[src/rtl/svl_line_decoder.sv]
// Log line decoder: parses "<mod>: <LEVEL>: (@ <t>) <text>\n" from a byte stream,
// filters by verbosity and presents one event per line.
module svl_line_decoder #(
  parameter int VERBOSITY = 2,
  parameter int TS_WIDTH  = 32
) (
  input  logic                clk,
  input  logic                reset,
  input  logic [7:0]          in_data,
  input  logic                in_valid,
  output logic                in_ready,
  output logic                evt_valid,
  input  logic                evt_ready,
  output logic [2:0]          evt_level,
  output logic [TS_WIDTH-1:0] evt_time,
  output logic                evt_time_ovf,
  output logic [15:0]         line_count,
  output logic [15:0]         drop_count
);

  localparam int TW = TS_WIDTH + 4;

  typedef enum logic [3:0] {
    S_MODNAME, S_SP1, S_LEVEL, S_SP2, S_OPEN,
    S_AT, S_SP3, S_DIGITS, S_TEXT, S_EMIT
  } state_t;

  state_t              state_q, state_d;
  logic [2:0]          lvl_q, lvl_d;
  logic                ok_q, ok_d;
  logic [TS_WIDTH-1:0] time_q, time_d;
  logic                ovf_q, ovf_d;
  logic                ndig_q, ndig_d;
  logic [63:0]         lbuf_q, lbuf_d;
  logic [3:0]          lcnt_q, lcnt_d;
  logic                evt_valid_q, evt_valid_d;
  logic [2:0]          evt_level_q, evt_level_d;
  logic [TS_WIDTH-1:0] evt_time_q, evt_time_d;
  logic                evt_ovf_q, evt_ovf_d;
  logic [15:0]         line_cnt_q, line_cnt_d;
  logic [15:0]         drop_cnt_q, drop_cnt_d;

  logic                take;
  logic                is_digit;
  logic [TW-1:0]       t_ext;
  logic [2:0]          tok_lvl;
  logic [2:0]          fin_lvl;
  logic                pass;

  assign in_ready     = !(evt_valid_q && !evt_ready);
  assign evt_valid    = evt_valid_q;
  assign evt_level    = evt_level_q;
  assign evt_time     = evt_time_q;
  assign evt_time_ovf = evt_ovf_q;
  assign line_count   = line_cnt_q;
  assign drop_count   = drop_cnt_q;

  assign take     = in_valid && in_ready && (in_data != 8'h0D);
  assign is_digit = (in_data >= 8'h30) && (in_data <= 8'h39);
  assign t_ext    = TW'(time_q) * TW'(10) + TW'(in_data[3:0]);
  assign fin_lvl  = ok_q ? lvl_q : 3'd0;
  assign pass     = (fin_lvl == 3'd0) ||
                    ((VERBOSITY != 0) && (int'(fin_lvl) >= VERBOSITY));

  // token is right-aligned in lbuf, length lcnt
  always_comb begin
    tok_lvl = 3'd0;
    unique case (1'b1)
      (lcnt_q == 4'd5) && (lbuf_q[39:0] == "DEBUG"):    tok_lvl = 3'd1;
      (lcnt_q == 4'd4) && (lbuf_q[31:0] == "INFO"):     tok_lvl = 3'd2;
      (lcnt_q == 4'd7) && (lbuf_q[55:0] == "WARNING"):  tok_lvl = 3'd3;
      (lcnt_q == 4'd8) && (lbuf_q[63:0] == "CRITICAL"): tok_lvl = 3'd4;
      (lcnt_q == 4'd5) && (lbuf_q[39:0] == "ERROR"):    tok_lvl = 3'd5;
      default:                                           tok_lvl = 3'd0;
    endcase
  end

  always_comb begin
    state_d     = state_q;
    lvl_d       = lvl_q;
    ok_d        = ok_q;
    time_d      = time_q;
    ovf_d       = ovf_q;
    ndig_d      = ndig_q;
    lbuf_d      = lbuf_q;
    lcnt_d      = lcnt_q;
    evt_valid_d = evt_valid_q && !evt_ready;
    evt_level_d = evt_level_q;
    evt_time_d  = evt_time_q;
    evt_ovf_d   = evt_ovf_q;
    line_cnt_d  = line_cnt_q;
    drop_cnt_d  = drop_cnt_q;

    if (take && (in_data == 8'h0A)) begin
      if (line_cnt_q != 16'hFFFF) line_cnt_d = line_cnt_q + 16'd1;
      if (pass) begin
        evt_valid_d = 1'b1;
        evt_level_d = fin_lvl;
        evt_time_d  = ok_q ? time_q : '0;
        evt_ovf_d   = ok_q && ovf_q;
      end else if (drop_cnt_q != 16'hFFFF) begin
        drop_cnt_d = drop_cnt_q + 16'd1;
      end
      lvl_d   = 3'd0;
      ok_d    = 1'b0;
      time_d  = '0;
      ovf_d   = 1'b0;
      ndig_d  = 1'b0;
      lbuf_d  = '0;
      lcnt_d  = 4'd0;
      state_d = S_EMIT;
    end else if (take) begin
      unique case (state_q)
        S_MODNAME, S_EMIT: begin
          state_d = (in_data == ":") ? S_SP1 : S_MODNAME;
        end
        S_SP1: state_d = (in_data == " ") ? S_LEVEL : S_TEXT;
        S_LEVEL: begin
          if (in_data == ":") begin
            lvl_d   = tok_lvl;
            state_d = (tok_lvl != 3'd0) ? S_SP2 : S_TEXT;
          end else if (lcnt_q == 4'd8) begin
            state_d = S_TEXT;
          end else begin
            lbuf_d = {lbuf_q[55:0], in_data};
            lcnt_d = lcnt_q + 4'd1;
          end
        end
        S_SP2:  state_d = (in_data == " ") ? S_OPEN : S_TEXT;
        S_OPEN: state_d = (in_data == "(") ? S_AT : S_TEXT;
        S_AT:   state_d = (in_data == "@") ? S_SP3 : S_TEXT;
        S_SP3:  state_d = (in_data == " ") ? S_DIGITS : S_TEXT;
        S_DIGITS: begin
          if (is_digit) begin
            ndig_d = 1'b1;
            // saturated value stays saturated: all-ones*10 always overflows
            if (t_ext > TW'({TS_WIDTH{1'b1}})) begin
              time_d = '1;
              ovf_d  = 1'b1;
            end else begin
              time_d = t_ext[TS_WIDTH-1:0];
            end
          end else begin
            ok_d    = (in_data == ")") && ndig_q;
            state_d = S_TEXT;
          end
        end
        S_TEXT:  state_d = S_TEXT;
        default: state_d = S_MODNAME;
      endcase
    end
  end

  always_ff @(posedge clk or posedge reset) begin
    if (reset) begin
      state_q     <= S_MODNAME;
      lvl_q       <= 3'd0;
      ok_q        <= 1'b0;
      time_q      <= '0;
      ovf_q       <= 1'b0;
      ndig_q      <= 1'b0;
      lbuf_q      <= '0;
      lcnt_q      <= 4'd0;
      evt_valid_q <= 1'b0;
      evt_level_q <= 3'd0;
      evt_time_q  <= '0;
      evt_ovf_q   <= 1'b0;
      line_cnt_q  <= 16'd0;
      drop_cnt_q  <= 16'd0;
    end else begin
      state_q     <= state_d;
      lvl_q       <= lvl_d;
      ok_q        <= ok_d;
      time_q      <= time_d;
      ovf_q       <= ovf_d;
      ndig_q      <= ndig_d;
      lbuf_q      <= lbuf_d;
      lcnt_q      <= lcnt_d;
      evt_valid_q <= evt_valid_d;
      evt_level_q <= evt_level_d;
      evt_time_q  <= evt_time_d;
      evt_ovf_q   <= evt_ovf_d;
      line_cnt_q  <= line_cnt_d;
      drop_cnt_q  <= drop_cnt_d;
    end
  end

endmodule

[config.mk]
export PLATFORM = sky130hd
export DESIGN_NAME = svl_line_decoder
export DESIGN_NICKNAME = d
export VERILOG_FILES = /design/src/rtl/svl_line_decoder.sv
export SDC_FILE = /design/constraint.sdc
export NUM_CORES = 1
export LEC_CHECK = 0
export ABC_AREA = 1
export BUFFER_PORTS_ARGS = -buffer_cell sky130_fd_sc_hd__buf_2
export CAP_MARGIN = 15
export CORE_UTILIZATION = 30
export CTS_BUF_LIST = sky130_fd_sc_hd__clkbuf_8
export CTS_CLUSTER_SIZE = 28
export DETAILED_ROUTE_END_ITERATION = 8
export SLEW_MARGIN = 10
export SYNTH_ARGS = -nofsm -noshare
export SYNTH_HDL_FRONTEND = slang
export SYNTH_SLANG_ARGS = --single-unit
[constraint.sdc]
create_clock -name clk -period 7.7 [get_ports clk]
set_input_delay 1.155 -clock clk [delete_from_list [all_inputs] [get_ports clk]]
set_output_delay 1.155 -clock clk [all_outputs]
set_load 0.1 [all_outputs]
==> flow_metrics.env <==
export IMPL_final_setup_skew_ns=0.0255
export IMPL_final_max_slew_viol_count=0
export IMPL_synth_async_reset_ratio_pct=100
export IMPL_period_share_pct=63.1
export IMPL_slowest_library_cell_on_the_worst_path="nand2_1"
export IMPL_dp_hpwl_mm=28.0
export IMPL_syn_instance_count=1763
export IMPL_grt_pass1_wl_mm=57.8
export IMPL_clock_fmax_mhz=206
export IMPL_final_hold_viol_count=0
export IMPL_vias=11496
export IMPL_synth_edf_count=0
export IMPL_timing_worst_slew_pin_value_ns=1.09
export IMPL_final_setup_worst_slack_ns=2.84
export IMPL_hold_slack_ns=0.489
export IMPL_synth_seq_cells=179
export IMPL_die_w_um=205
export IMPL_drt_iter0_markers=920
export IMPL_crit_required_ns=8.03
export IMPL_worst_path_stages=13
export IMPL_gpl_final_weighted_congestion=0.935
export IMPL_cts_resized=0
export IMPL_portBuffers=81
export IMPL_synth_yosys_warnings=0
export IMPL_cts_sink_count=179
export IMPL_timing_final_setup_violations=0
export IMPL_synth_cell_types=48
export IMPL_routedWlPerCell_um=15.1
export IMPL_root_buffer="clkbuf_8"
export IMPL_critical_path_top_delay_family="simple AND/OR/NAND/NOR gates"
export IMPL_clock_latency_ns=0.48
export IMPL_synth_seq_area_share_pct=36.2
export IMPL_ys_dominant_reg_cell="dfrtp_1"
export IMPL_route_detailed_vias_per_inst=4.85
export IMPL_grtUsageTotal_pct=17.3
export IMPL_cts_tree="done"
export IMPL_max_vdd_ir_drop_v=0.000102
export IMPL_mappedNetlistNets=1845
export IMPL_post_cts_buffers=0
export IMPL_clkSlewWorstSetupHoldPaths_ns=0.11
export IMPL_area_growth_syn_to_layout_pct=11.0
export IMPL_cts_htree_levels=4
export IMPL_worst_slew_margin_rel_pct=27.2
export IMPL_netlist_top_cells_area="dfrtp_1 36%, nand2_1 14%, inv_1 9.1%"
export IMPL_final_cell_mix="468 x nand2_1, 297 x inv_1, 179 x dfrtp_1"
export IMPL_most_common_library_cell_in_the_layout_ignoring_fill_and_taps="nand2_1"
export IMPL_cts_hold_fix_buffers=0
export IMPL_syn_avg_cell_area_um2=7.01
export IMPL_crit_arrival_ns=5.19
export IMPL_floorplan_initialDensity_pct=30.8
export IMPL_fin_setup_tns_ns=0
export IMPL_grt_ovfl_total=0
export IMPL_rsz0062_at_grt="false"
export IMPL_post_route_drc_count=0
export IMPL_grt_antenna_before_repair=0
export IMPL_synthesis_area_mm2=0.0124
export IMPL_wirelength_mm=35.7
export IMPL_yosys_top_cell_area_share_pct=36.2
export IMPL_leakage_nw=7.36
export IMPL_dieHeight_um=205
export IMPL_grt_max_degree=109
export IMPL_worst_setup_path_end_kind="flip-flop"
export IMPL_postRouteAntennaNets=0
export IMPL_critical_path_buf_inv_count=5
export IMPL_largest_driver_fanout_on_the_critical_path=36
export IMPL_detailed_place_area_mm2=0.0133
export IMPL_worst_hold_path_type="flip-flop to flip-flop"
export IMPL_cts_path_max_buffers=2
export IMPL_worst_r2r_cell_count=9
export IMPL_maxCapViolCount=0
export IMPL_status="complete, no violations"
export IMPL_row_count=73
export IMPL_fraction_of_layout_instances_using_a_drive_strength_above_1_pct=11.1
export IMPL_first_global_vias=11178
export IMPL_crit_path_start_kind="input pin"
export IMPL_num_nets_final=1912
export IMPL_power_density_mw_per_mm2=198
export IMPL_cts_buffers=17
export IMPL_hold_path_cell_count=2
export IMPL_yosys_area_top_type="dfrtp_1"
export IMPL_cell_chain_critical_path="buf_2 > nor2_1 > inv_1 > nor2_1 > nand4_1 > nand3_1 > nor3_2 > clkinv_1 > nand2_1 > buf_4 > inv_1 > nand2_1 > o21ai_0"
export IMPL_standard_cell_core_area_mm2=0.0402
export IMPL_cpPeakStageDelay_ns=1.11
export IMPL_design_power_total_mw=2.71
export IMPL_fin_area_mm2=0.0137
export IMPL_fp_dieArea_mm2=0.0420
export IMPL_boundaryPins=82
export IMPL_final_period_minus_worst_setup_slack_ns=4.86
export IMPL_timing_setup_critical_path_class="input pin to flip-flop"
export IMPL_drt_pre_antenna_iters=7
export IMPL_dp_worst_setup_slack_ns=2.33
-- cell families after synthesis --
group | after synthesis | synth area share, %
AOI/OAI and AO/OA | 188 | 8.81
xor gates and xnor gates | 43 | 3.11
adders and majority gates | 70 | 7.21
buffers and inverters | 355 | 11.2
DFF | 179 | 36.2
muxes | 1 | 0.0911
and+or+nand+nor | 927 | 33.3
-- sequential cells by signal (all words and copies together) (netlist names) --
register and flops:
drop_count 16, evt_level 3, evt_time 32, evt_time_ovf 1, evt_valid 1, lbuf_q 64
lcnt_q 4, line_count 16, lvl_q 3, ndig_q 1, ok_q 1, ovf_q 1
state_q 4, time_q 32
-- power breakdown --
part           switching (mW)  internal, mW
clock network           0.394         0.315
logic                   0.662         0.295
registers              0.0522         0.994
total                    1.11          1.60
-- worst paths after layout --
check / end / startpoint / slack (ns)
setup / recovery: lbuf_q[8]$_DFFE_PP0P_ / in_data[7] / 2.84
hold / removal: evt_time[3]$_DFFE_PP0P_ / evt_time[3]$_DFFE_PP0P_ / 0.49
setup reg to reg: lbuf_q[8]$_DFFE_PP0P_ / evt_valid$_DFF_PP0_ / 3.40
hold reg to reg: evt_time[3]$_DFFE_PP0P_ / evt_time[3]$_DFFE_PP0P_ / 0.49
max in group asynchronous: line_count[7]$_DFFE_PP0P_ / reset / 5.49
min in group asynchronous: evt_time[2]$_DFFE_PP0P_ / reset / 0.77
-- synthesized netlist by cell type (2+ instances only) --
cell      instances
a21oi_1          29
a32oi_1           2
nand2_2          39
nor3_2            2
o21a_1            2
nor2_1          153
a31oi_1           3
nand2_4           3
inv_1           299
nor4_1           14
o21ai_0          95
xor2_1           27
nand3_2           7
nand4_1          44
o31ai_1          28
o22ai_1          14
inv_2            16
nor3b_1           2
and3_1            2
nor2_2           10
o21bai_1          4
nand2_1         468
buf_2             2
clkinv_1          3
clkbuf_1         31
nor3_1           27
buf_12            3
a22oi_1           2
xnor2_1          15
o211ai_1          3
ha_1             68
nor2_8            2
nand3_1         150
dfrtp_1         179
fa_1              2
-- per-stage QoR --
stage / util, % / std cells
floorplan: - / 1763
global placement: 33.0 / 2336
detailed placement: 33.0 / 2336
CTS: 34.1 / 2368
global route: 34.1 / 2368
finish: 34.1 / 2369
-- final cells by class --
cell class / count / area [um^2]
tap: 525 / 657
clock inverter: 14 / 186
sequential: 179 / 4480
antenna: 1 / 2.50
fill: 4339 / 26500
multi-input combinational: 1229 / 6500
clock buffer: 18 / 248
inverter: 318 / 1200
timing repair buffer: 85 / 435
-- tightest hold or removal path, stage by stage (launching register included) --
cell and delay [ns]:
dfrtp_1 0.36, nand2_1 0.05, o31ai_1 0.05
-- metal layers --
metal  wire (um)  GRT usage [%]  vias up  part of all wire (%)
met5           0              0        -                     0
li1            -              -     5753                     -
met4         719           5.16        0                   2.0
met2       16700           28.7      225                    47
met1       16900           23.6     5478                    47
met3        1430           1.75       40                   4.0
Power figures use the tool's default switching activity.
